## src/rtl/lsu_pkg.sv

```systemverilog
// lsu_pkg: shared encodings for the load/store alignment unit.
// Holds the access-size codes, the alignment FSM state type and the
// byte-strobe mask helper used by lsu_align and lsu_lane_merge.
package lsu_pkg;

  // Access size codes: log2 of the access width in bytes.
  localparam logic [1:0] SIZE_B = 2'd0;
  localparam logic [1:0] SIZE_H = 2'd1;
  localparam logic [1:0] SIZE_W = 2'd2;
  localparam logic [1:0] SIZE_D = 2'd3;

  // Widest bus supported (XLEN=64). Masks are built at this width and
  // callers keep only their low NB bits.
  localparam int MAX_NB = 8;

  typedef enum logic [1:0] {
    ST_IDLE  = 2'd0,
    ST_BEAT0 = 2'd1,
    ST_BEAT1 = 2'd2,
    ST_RESP  = 2'd3
  } lsu_state_e;

  // Lanes [off, off+cnt) set. Lanes past the real bus width are dropped
  // by the caller's truncation, which clips the run at the word boundary.
  function automatic logic [MAX_NB-1:0] strb_mask(input logic [3:0] off,
                                                  input logic [3:0] cnt);
    logic [MAX_NB-1:0] m;
    logic [4:0]        lo;
    logic [4:0]        hi;
    lo = {1'b0, off};
    hi = {1'b0, off} + {1'b0, cnt};
    for (int i = 0; i < MAX_NB; i++) begin
      m[i] = (5'(i) >= lo) && (5'(i) < hi);
    end
    return m;
  endfunction

endpackage

```

## src/rtl/lsu_lane_merge.sv

```systemverilog
// lsu_lane_merge: combinational load-data merge and extension.
// Takes the two captured bus beats (beat1 is tied to zero when the split
// feature is not built), moves the first requested byte down to lane 0,
// then zero- or sign-extends above the access width.
module lsu_lane_merge import lsu_pkg::*; #(
  parameter  int XLEN  = 32,
  localparam int NB    = XLEN / 8,
  localparam int OFF_W = $clog2(NB)
) (
  input  logic [XLEN-1:0]  beat0,
  input  logic [XLEN-1:0]  beat1,
  input  logic [OFF_W-1:0] off,
  input  logic [1:0]       size,
  input  logic             sgn,
  output logic [XLEN-1:0]  result
);

  logic [XLEN-1:0] aligned;
  logic [XLEN-1:0] keep;
  logic            fill;

  // Byte i comes from beat0 lane off+i, or beat1 lane off+i-NB once past the top.
  always_comb begin
    aligned = XLEN'({beat1, beat0} >> {off, 3'b000});
    keep    = '1;
    fill    = 1'b0;
    case (size)
      SIZE_B: begin
        keep = XLEN'(8'hFF);
        fill = sgn & aligned[7];
      end
      SIZE_H: begin
        keep = XLEN'(16'hFFFF);
        fill = sgn & aligned[15];
      end
      SIZE_W: begin
        keep = XLEN'(64'h0000_0000_FFFF_FFFF);
        fill = sgn & aligned[31];
      end
      default: begin
        keep = '1;
        fill = 1'b0;
      end
    endcase
    result = (aligned & keep) | ({XLEN{fill}} & ~keep);
  end

endmodule

```

## src/rtl/lsu_align.sv

```systemverilog
// lsu_align: load/store alignment unit between the memory stage and the bus.
// One request per handshake; produces byte strobes, lane-shifted store data
// and extended load data. Accesses that cross a bus-word boundary take two
// beats when LSU_MISALIGN_SPLIT_EN is defined; without it they are rejected
// with resp_err and the second-beat path is not built.
module lsu_align import lsu_pkg::*; #(
  parameter int XLEN   = 32,
  parameter int ADDR_W = 32
) (
  input  logic              clk,
  input  logic              rst,
  input  logic              req_valid,
  output logic              req_ready,
  input  logic              req_wr,
  input  logic [ADDR_W-1:0] req_addr,
  input  logic [1:0]        req_size,
  input  logic              req_signed,
  input  logic [XLEN-1:0]   req_wdata,
  output logic              bus_valid,
  input  logic              bus_ready,
  output logic              bus_wr,
  output logic [ADDR_W-1:0] bus_addr,
  output logic [XLEN/8-1:0] bus_wstrb,
  output logic [XLEN-1:0]   bus_wdata,
  input  logic [XLEN-1:0]   bus_rdata,
  output logic              resp_valid,
  output logic [XLEN-1:0]   resp_rdata,
  output logic              resp_err
);

  localparam int NB    = XLEN / 8;
  localparam int OFF_W = $clog2(NB);

  lsu_state_e        state_q, state_d;
  logic              wr_q, wr_d;
  logic [OFF_W-1:0]  off_q, off_d;
  logic [1:0]        size_q, size_d;
  logic              sgn_q, sgn_d;
  logic              err_q, err_d;
  logic [XLEN-1:0]   beat0_q, beat0_d;
  logic              bus_valid_q, bus_valid_d;
  logic              bus_wr_q, bus_wr_d;
  logic [ADDR_W-1:0] bus_addr_q, bus_addr_d;
  logic [NB-1:0]     bus_wstrb_q, bus_wstrb_d;
  logic [XLEN-1:0]   bus_wdata_q, bus_wdata_d;
  logic              bus_idle;
  logic [XLEN-1:0]   merge_b1;
  logic [XLEN-1:0]   merged;

  // Request decode, evaluated combinationally from the request port.
  logic [OFF_W-1:0]  req_off;
  logic [3:0]        req_bytes;
  logic [4:0]        req_end;
  logic              req_cross;
  logic              req_illegal;
  logic [ADDR_W-1:0] req_waddr;
  logic [NB-1:0]     req_strb;
  logic [XLEN-1:0]   req_wdata_sh;

  assign req_off      = req_addr[OFF_W-1:0];
  assign req_bytes    = 4'd1 << req_size;
  assign req_end      = 5'(req_off) + 5'(req_bytes);
  assign req_cross    = req_end > 5'(NB);
  assign req_waddr    = {req_addr[ADDR_W-1:OFF_W], {OFF_W{1'b0}}};
  assign req_strb     = NB'(strb_mask(4'(req_off), req_bytes));
  assign req_wdata_sh = req_wdata << {req_off, 3'b000};

`ifdef LSU_MISALIGN_SPLIT_EN
  logic              cross_q, cross_d;
  logic [XLEN-1:0]   wdata_q, wdata_d;
  logic [XLEN-1:0]   beat1_q, beat1_d;
  logic [3:0]        bytes_q;
  logic [4:0]        end_q;
  logic [3:0]        b1_cnt;
  logic [NB-1:0]     b1_strb;
  logic [OFF_W:0]    b1_rem;
  logic [XLEN-1:0]   b1_wdata;

  // Second beat covers the bytes that spilled past the first word.
  assign bytes_q  = 4'd1 << size_q;
  assign end_q    = 5'(off_q) + 5'(bytes_q);
  assign b1_cnt   = 4'(end_q - 5'(NB));
  assign b1_strb  = NB'(strb_mask(4'd0, b1_cnt));
  assign b1_rem   = (OFF_W+1)'(NB) - {1'b0, off_q};
  assign b1_wdata = wdata_q >> {b1_rem, 3'b000};

  assign req_illegal = ((XLEN == 32) && (req_size == SIZE_D));
  assign merge_b1    = beat1_q;
`else
  assign req_illegal = ((XLEN == 32) && (req_size == SIZE_D)) || req_cross;
  assign merge_b1    = '0;
`endif

  // Next-state, request capture and bus-beat register updates.
  always_comb begin
    state_d     = state_q;
    wr_d        = wr_q;
    off_d       = off_q;
    size_d      = size_q;
    sgn_d       = sgn_q;
    err_d       = err_q;
    beat0_d     = beat0_q;
    bus_valid_d = bus_valid_q;
    bus_wr_d    = bus_wr_q;
    bus_addr_d  = bus_addr_q;
    bus_wstrb_d = bus_wstrb_q;
    bus_wdata_d = bus_wdata_q;
    bus_idle    = 1'b0;
`ifdef LSU_MISALIGN_SPLIT_EN
    cross_d     = cross_q;
    wdata_d     = wdata_q;
    beat1_d     = beat1_q;
`endif
    case (state_q)
      ST_IDLE: begin
        if (req_valid) begin
          wr_d    = req_wr;
          off_d   = req_off;
          size_d  = req_size;
          sgn_d   = req_signed;
          err_d   = req_illegal;
          beat0_d = '0;
`ifdef LSU_MISALIGN_SPLIT_EN
          cross_d = req_cross;
          wdata_d = req_wdata;
          beat1_d = '0;
`endif
          if (req_illegal) begin
            state_d = ST_RESP;
          end else begin
            state_d     = ST_BEAT0;
            bus_valid_d = 1'b1;
            bus_wr_d    = req_wr;
            bus_addr_d  = req_waddr;
            bus_wstrb_d = req_strb;
            bus_wdata_d = req_wr ? req_wdata_sh : '0;
          end
        end
      end
      ST_BEAT0: begin
        if (bus_ready) begin
          beat0_d = bus_rdata;
`ifdef LSU_MISALIGN_SPLIT_EN
          if (cross_q) begin
            state_d     = ST_BEAT1;
            bus_addr_d  = bus_addr_q + ADDR_W'(NB);
            bus_wstrb_d = b1_strb;
            bus_wdata_d = wr_q ? b1_wdata : '0;
          end else begin
            state_d  = ST_RESP;
            bus_idle = 1'b1;
          end
`else
          state_d  = ST_RESP;
          bus_idle = 1'b1;
`endif
        end
      end
`ifdef LSU_MISALIGN_SPLIT_EN
      ST_BEAT1: begin
        if (bus_ready) begin
          beat1_d  = bus_rdata;
          state_d  = ST_RESP;
          bus_idle = 1'b1;
        end
      end
`endif
      ST_RESP: begin
        state_d = ST_IDLE;
      end
      default: begin
        state_d = ST_IDLE;
      end
    endcase
    if (bus_idle) begin
      bus_valid_d = 1'b0;
      bus_wr_d    = 1'b0;
      bus_addr_d  = '0;
      bus_wstrb_d = '0;
      bus_wdata_d = '0;
    end
  end

  // State and capture registers; reset drops any access in flight.
  always_ff @(posedge clk or posedge rst) begin
    if (rst) begin
      state_q     <= ST_IDLE;
      wr_q        <= 1'b0;
      off_q       <= '0;
      size_q      <= '0;
      sgn_q       <= 1'b0;
      err_q       <= 1'b0;
      beat0_q     <= '0;
      bus_valid_q <= 1'b0;
      bus_wr_q    <= 1'b0;
      bus_addr_q  <= '0;
      bus_wstrb_q <= '0;
      bus_wdata_q <= '0;
`ifdef LSU_MISALIGN_SPLIT_EN
      cross_q     <= 1'b0;
      wdata_q     <= '0;
      beat1_q     <= '0;
`endif
    end else begin
      state_q     <= state_d;
      wr_q        <= wr_d;
      off_q       <= off_d;
      size_q      <= size_d;
      sgn_q       <= sgn_d;
      err_q       <= err_d;
      beat0_q     <= beat0_d;
      bus_valid_q <= bus_valid_d;
      bus_wr_q    <= bus_wr_d;
      bus_addr_q  <= bus_addr_d;
      bus_wstrb_q <= bus_wstrb_d;
      bus_wdata_q <= bus_wdata_d;
`ifdef LSU_MISALIGN_SPLIT_EN
      cross_q     <= cross_d;
      wdata_q     <= wdata_d;
      beat1_q     <= beat1_d;
`endif
    end
  end

  lsu_lane_merge #(.XLEN(XLEN)) u_merge (
    .beat0  (beat0_q),
    .beat1  (merge_b1),
    .off    (off_q),
    .size   (size_q),
    .sgn    (sgn_q),
    .result (merged)
  );

  assign req_ready  = (state_q == ST_IDLE);
  assign bus_valid  = bus_valid_q;
  assign bus_wr     = bus_wr_q;
  assign bus_addr   = bus_addr_q;
  assign bus_wstrb  = bus_wstrb_q;
  assign bus_wdata  = bus_wdata_q;
  assign resp_valid = (state_q == ST_RESP);
  assign resp_err   = resp_valid & err_q;
  assign resp_rdata = (resp_valid && !wr_q && !err_q) ? merged : '0;

endmodule

```

## config.mk

```make
export PLATFORM = sky130hd
export DESIGN_NAME = lsu_align
export DESIGN_NICKNAME = d
export VERILOG_FILES = /design/src/rtl/lsu_pkg.sv /design/src/rtl/lsu_lane_merge.sv /design/src/rtl/lsu_align.sv
export SDC_FILE = /design/constraint.sdc
export NUM_CORES = 1
export LEC_CHECK = 0
export CAP_MARGIN = 10
export CORE_ASPECT_RATIO = 1.25
export CORE_MARGIN = 8
export CORE_UTILIZATION = 45
export CTS_CLUSTER_DIAMETER = 50
export DETAILED_ROUTE_END_ITERATION = 10
export GPL_TIMING_DRIVEN = 0
export HOLD_SLACK_MARGIN = 0.1
export PLACE_DENSITY = 0.8
export SETUP_SLACK_MARGIN = 0.3
export SYNTH_ARGS = -nofsm -noshare
export SYNTH_HDL_FRONTEND = slang
export SYNTH_SLANG_ARGS = --single-unit
```

## constraint.sdc

```tcl
create_clock -name clk -period 10.44 [get_ports clk]
set_input_delay 1.566 -clock clk [delete_from_list [all_inputs] [get_ports clk]]
set_output_delay 1.566 -clock clk [all_outputs]
set_load 0.02 [all_outputs]
```

* Word level (Yosys, flattened, before mapping) *
Cells that the tools add are included.
Widths: inputs -> output; s select.

storage, ports and cells
  memory bits (writable) = 0
  bits in registers = 111
  memories kept = 0
  bits in read-only memories = 0
  bits of input ports = 104
  latch bits = 0
  output and inout bits = 105
  word-level logic and storage cells = 90

operators by class
  mux-type cells = 33
  reductions and logical operators = 17
  equality and inequality tests = 8
  $add $sub $neg = 1
  order comparisons = 8
  $mul = 0
  shifts and indexed selects = 3
  bitwise operators = 8
  divide/modulo/power cells = 0

operators by type and width
  operator            count
  $mux 32             12
  $pmux 32 s2         2
  $and 32x32->32      2
  $not 32->32         1
  $or 32x32->32       1
  $shl 32x5->32       1
  $shr 32x5->32       1
  $mux 4              4
  $lt 1x5->1 const A  2
  $lt 2x5->1 const A  2
  $mux 1              10
  $eq 2x2->1 const B  3
  $mux 2              3
  $ne 2x2->1 const B  3
  $reduce_and 3->1    2
  $reduce_bool 2->1   3
  $add 2x4->5         1
  $gt 5x3->1 const B  1
  $logic_and 1x1->1   5
  $and 1x1->1         4
  $eq 2x1->1 const B  2
  $ge 1x2->1 const A  2
  $logic_not 2->1     2
  $pmux 2 s2          1
  other kinds (6)     8

* Depth between registers and ports, before layout *
Gate-level depths: netlist of run 1.

  depth in word-level cells = 8
  mapped depth = 11
  depth with buffers taken out = 8

* Cells and area by module *
Synthesis of run 1 repeated with hierarchy kept, for this count alone.

second synthesis, totals
  cells, all modules = 681
  area total of the unflattened synthesis = 6,184.7 µm²

modules (own cells, without submodules)
  module          cells an instance  sequential area each (µm²)  area each (µm²)  times used
  lsu_align       525                2,727.6                     5,083.6          1
  lsu_lane_merge  156                0.0                         1,101.1          1

* Least setup slack after synthesis of run 1 *
OpenSTA, ideal clock, no wires.

  kind = input port to flip-flop
  start point = in req_size[1]
  end point = reg bus_wdata_q[10] (netlist: bus_wdata[10])
  setup time = 0.143 ns
  stages on the path = 11
  buffers on the path = 3
  slack = 6.695 ns
  data required time = 10.297 ns
  data arrival time = 3.603 ns
  path through = buf_2 > nor2_1 > ha_1 > inv_1 > fa_1 > nand2b_1 > a211oi_4 > o21a_2 > buf_4 > buf_4 > o22ai_1

between the ends
  cells in the longest elaborated chain, start to end = 6
  elaborated cells between the ends (all ways) = 7
  classes of those cells = 1 x add/sub; 1 x order compare; 2 x eq/ne; 1 x shift; 2 x reduce/logical

ends and longest elaborated chain
  what                            RTL line          text
  from (decl)                     lsu_align.sv:16   input logic [1:0] req_size,
  $shl 1x2->4                     lsu_align.sv:61   assign req_bytes = 4'd1 << req_size;
  $add 2x4->5                     lsu_align.sv:62   assign req_end = 5'(req_off) + 5'(req_bytes);
  $gt 5x3->1                      lsu_align.sv:63   assign req_cross = req_end > 5'(NB);
  $logic_or 1x1->1 (*)            lsu_align.sv:90   assign req_illegal = ((XLEN == 32) && (req_size == SIZE_D)) || req_cross;
  $ne 2x2->1 (no line) (*)        n/a
  $reduce_and 3->1 (no line) (*)  n/a
  to (signal assigned)            lsu_align.sv:216  bus_wdata_q <= bus_wdata_d;
  to (decl)                       lsu_align.sv:45   logic [XLEN-1:0] bus_wdata_q, bus_wdata_d;

Mark *: on every way between the ends. The rest lies on a longest branch, timed or not.
A chain may end at the register's enable or synchronous reset.

* Worst setup path after layout of run 1 *
  start point = reg size_q[0]
  end point = out resp_rdata[11]

between the ends
  cells in the longest elaborated chain, start to end = 6
  elaborated cells between the ends (all ways) = 10
  classes of those cells = 2 x eq/ne; 3 x mux; 4 x bitwise; 1 x reduce/logical

ends and longest elaborated chain
  what                                           RTL line              text
  from (decl)                                    lsu_align.sv:37       logic [1:0] size_q, size_d;
  from (signal assigned)                         lsu_align.sv:208      size_q <= size_d;
  $eq 2x1->1 or $logic_not 2->1 (tied branches)  lsu_lane_merge.sv:27  case (size)
  $pmux 32 s2                                    lsu_lane_merge.sv:27
  $not 32->32                                    lsu_lane_merge.sv:45  result = (aligned & keep) | ({XLEN{fill}} & ~keep);
  $and 32x32->32                                 lsu_lane_merge.sv:45
  $or 32x32->32 (*)                              lsu_lane_merge.sv:45
  $mux 32 (*)                                    lsu_align.sv:242      assign resp_rdata = (resp_valid && !wr_q && !err_q) ? merged : '0;
  to (decl)                                      lsu_align.sv:27       output logic [XLEN-1:0] resp_rdata,

Marks and branches as above.

==> flow_summary.yaml, run 1 <==
run_status:
  status: "completed"
power_and_ir_drop:
  power.density_nw_per_um2: 229
  irDropWorstVdd_mv: 0.124
  total_power_w: 0.00193
  p_leak_nw: 3.45
logic_synthesis:
  ys_async_sr_fraction_pct: 100
  synthCells: 649
  synth_edf_count: 0
  syn_area_sq_um: 5820
  post_synth.cell_area_avg_sq_um: 8.96
  synthFlopType: "dfrtp_1"
  seq_area_frac_synth_pct: 46.9
  yosysWarnings: 0
  ys_types: 41
  synth-seq-cells: 109
global_route:
  grt.overflow.total: 0
  grt_util_all_layers_pct: 24.1
  grt_max_degree: 73
  antenna_found_initial: 3
  grt_pass1_vias: 6038
  grt_pass1_wl_microns: 32500
route:
  via_count: 5791
  antenna_left: 0
  avgViaCountPerCell: 5.56
  drc_errors: 0
  first_pass_iters: 5
  totalWireLength_microns: 20600
  drt-initial-drc-count: 353
  wl_per_cell_microns: 19.8
cells_and_area:
  fin_nets: 979
  regArea_sq_um: 2730
  multi_input_area_sq_um: 2810
  final_cells: 1042
  mostFrequentLayoutCell: "clkdlybuf4s50_1"
  fillers: 1073
  drive_above_1_share_pct: 7.79
  final_cell_mix: "205 x clkdlybuf4s50_1, 160 x nand2_1, 109 x dfrtp_1, 68 x o21ai_0"
  syn_to_final_growth_pct: 44.6
timing:
  maxSlewViolCount: 0
  fin_worst_skew_ns: 0.00946
  timing_hold_violations_final: 0
  timing.final.crit_share_pct: 42.8
  finalCriticalPeriod_ns: 4.46
  slew_headroom_pct: 39.5
  max_freq_mhz: 224
  rsz0062_at_grt: "no"
  worst_slack_ns: 5.98
  worst_pin_slew_ns: 0.900
  setup_tns_ns: 0
  finalSetupViolations: 0
setup_path:
  rrSetupSlack_ns: 8.35
  path_cells: "inv_1, ha_1, nor2b_1, a22oi_1, o2111ai_2, a211oi_1, clkdlybuf4s50_1"
  critPathBufInv: 2
  crit_type: "reg -> out"
  crit_path_end_kind: "primary output"
  critPathArrivalTime_ns: 2.90
  path_depth: 7
  critPathMaxFanout: 8
  cp_slowest_cell: "clkdlybuf4s50_1"
  slowest_delay_ns: 0.69
  path_delay_family: "compound AO/OA/AOI/OAI gates"
  reg2reg_to: "bus_wdata[9]"
  cp-start-kind: "flip-flop"
  worstReg2RegStart: "state_q[0]"
  required_ns: 8.87
  reg2reg_depth: 7
clock_network:
  clkTransAtPathRegs_ns: 0.07
  clock_path_buffers: 2
  ctsHoldBuffers: 0
  post_cts_buffers: 0
  numClockSinks: 109
  post_cts_resized: 0
  clkLatencyLatePin_ns: 0.35
  cts_root_buf: "clkbuf_16"
  numCtsBuffers: 9
  cts-htree-levels: 3
  cts_tree: "yes"
hold_path:
  hold_path.class: "reg -> reg"
  min_path_cells: 1
  hp-start: "wr_q"
  hold_path_end: "wr_q"
place:
  io_buffers: 205
  dpl_worst_slack_ns: 5.89
  dp_hpwl_microns: 16200
  dp_cells: 1024
  place.gp.congestion: 0.904
die:
  die_x_microns: 118
  start_util_pct: 45.9
  die_h_microns: 143
  dieArea_sq_um: 16800
  num_rows: 46
  coreArea_sq_um: 12700
  ios: 209
run:
  cap_violations: 0
[state kept, by name, summed over array words and instances, names as in the netlist]
name and count:
bus_wstrb 4, sgn_q 1, size_q 2, err_q 1
bus_addr 30, beat0_q 32, bus_wdata 32, wr_q 1
state_q 2, off_q 2, bus_valid 1, bus_wr 1
[per-stage QoR]
step,hold WS [ns],cell area [sq um],util [%]
2_1_floorplan,0.449,5820,-
3_3_place_gp,0.466,8080,63.8
3_5_place_dp,0.477,8110,64.1
4_1_cts,0.494,8410,66.4
5_1_grt,0.523,8410,66.5
6_report,0.490,8410,66.5
[cells by family (layout without fill, tap and decap cells)]
logic type                 Yosys count  after routing  synth area share [%]
muxes                               47             47                  8.41
adders and majority gates            7              7                  1.63
AOI/OAI and AO/OA                  211            211                  23.5
and+or+nand+nor                    210            210                  14.6
other                                1              3                0.0645
buffers and inverters               64            287                  4.90
DFF                                109            109                  46.9
[synthesized netlist by cell type, drive strengths merged (2+ instances only)]
cell type  number  area (sq um)
o22ai          24           150
o21ai          71           363
a21o            2          15.0
a32o            8          80.1
dfrtp         109          2730
mux2i          32           320
a21oi          34           178
clkbuf         33           126
nand2b          3          18.8
ha              6          75.1
a211oi         26           208
nor2           27           101
and2            3          18.8
mux2           15           169
nand2         160           601
a221oi          7          61.3
nor2b          11          68.8
o21a            3          23.8
buf            22           125
inv             9          33.8
nor3b           2          20.0
o211ai         32           245
[power breakdown]
part | switching, W | internal, W
Clock | 0.000164 | 0.000167
Combinational | 0.000567 | 0.000384
Sequential | 0.0000966 | 0.000551
[worst max-delay path by stage]
stage | slack (ns) | endpoint | startpoint
final | 5.98 | resp_rdata[11] | size_q[0]
after global routing | 5.82 | resp_rdata[10] | size_q[0]
after CTS | 5.81 | resp_rdata[25] | size_q[1]
after detailed placement | 5.89 | bus_wdata[9] | req_size[0]
after global placement | 4.55 | bus_wdata[24] | rst
after floorplan | 6.00 | beat0_q[0] | rst
[routing by layer]
| metal | up-vias | track usage [%] | part of all wire [%] |
|---|---|---|---|
| li1 | 2729 | - | - |
| met1 | 2789 | 26.8 | 39 |
| met2 | 225 | 42.9 | 52 |
| met3 | 46 | 6.08 | 5.9 |
| met4 | 2 | 10.3 | 3.2 |
| met5 | - | 0 | 0.063 |
[final cells by class]
cell class	count	share of cell area (%)
clock inverters	7	0.803
flip-flops and latches	109	32.4
repair buffers	207	24.8
clock buffers	9	2.68
plain buffers	55	2.99
multi-input cells	477	33.4
well taps	168	2.50
diodes	1	0.0297
inverters	9	0.431
No activity file was read; power rests on OpenSTA's default activity.
==> run 2, diff against run 1 <==
==> constraint.sdc (replaced) <==
create_clock -name clk -period 4.35 [get_ports clk]
set_input_delay 0.6525 -clock clk [delete_from_list [all_inputs] [get_ports clk]]
set_output_delay 0.6525 -clock clk [all_outputs]
set_load 0.02 [all_outputs]
==> results of run 2 <==
Same layout as run 1 (identical final DEF). Status: completed.
Main changes from that run: setup slack after placement 5.89 ns -> 0.716 ns; setup slack after layout 5.98 ns -> 0.799 ns; register-to-register setup slack 8.35 ns -> 2.26 ns; total power 0.00193 W -> 0.00463 W; worst IR drop on VDD 0.124 mV -> 0.297 mV
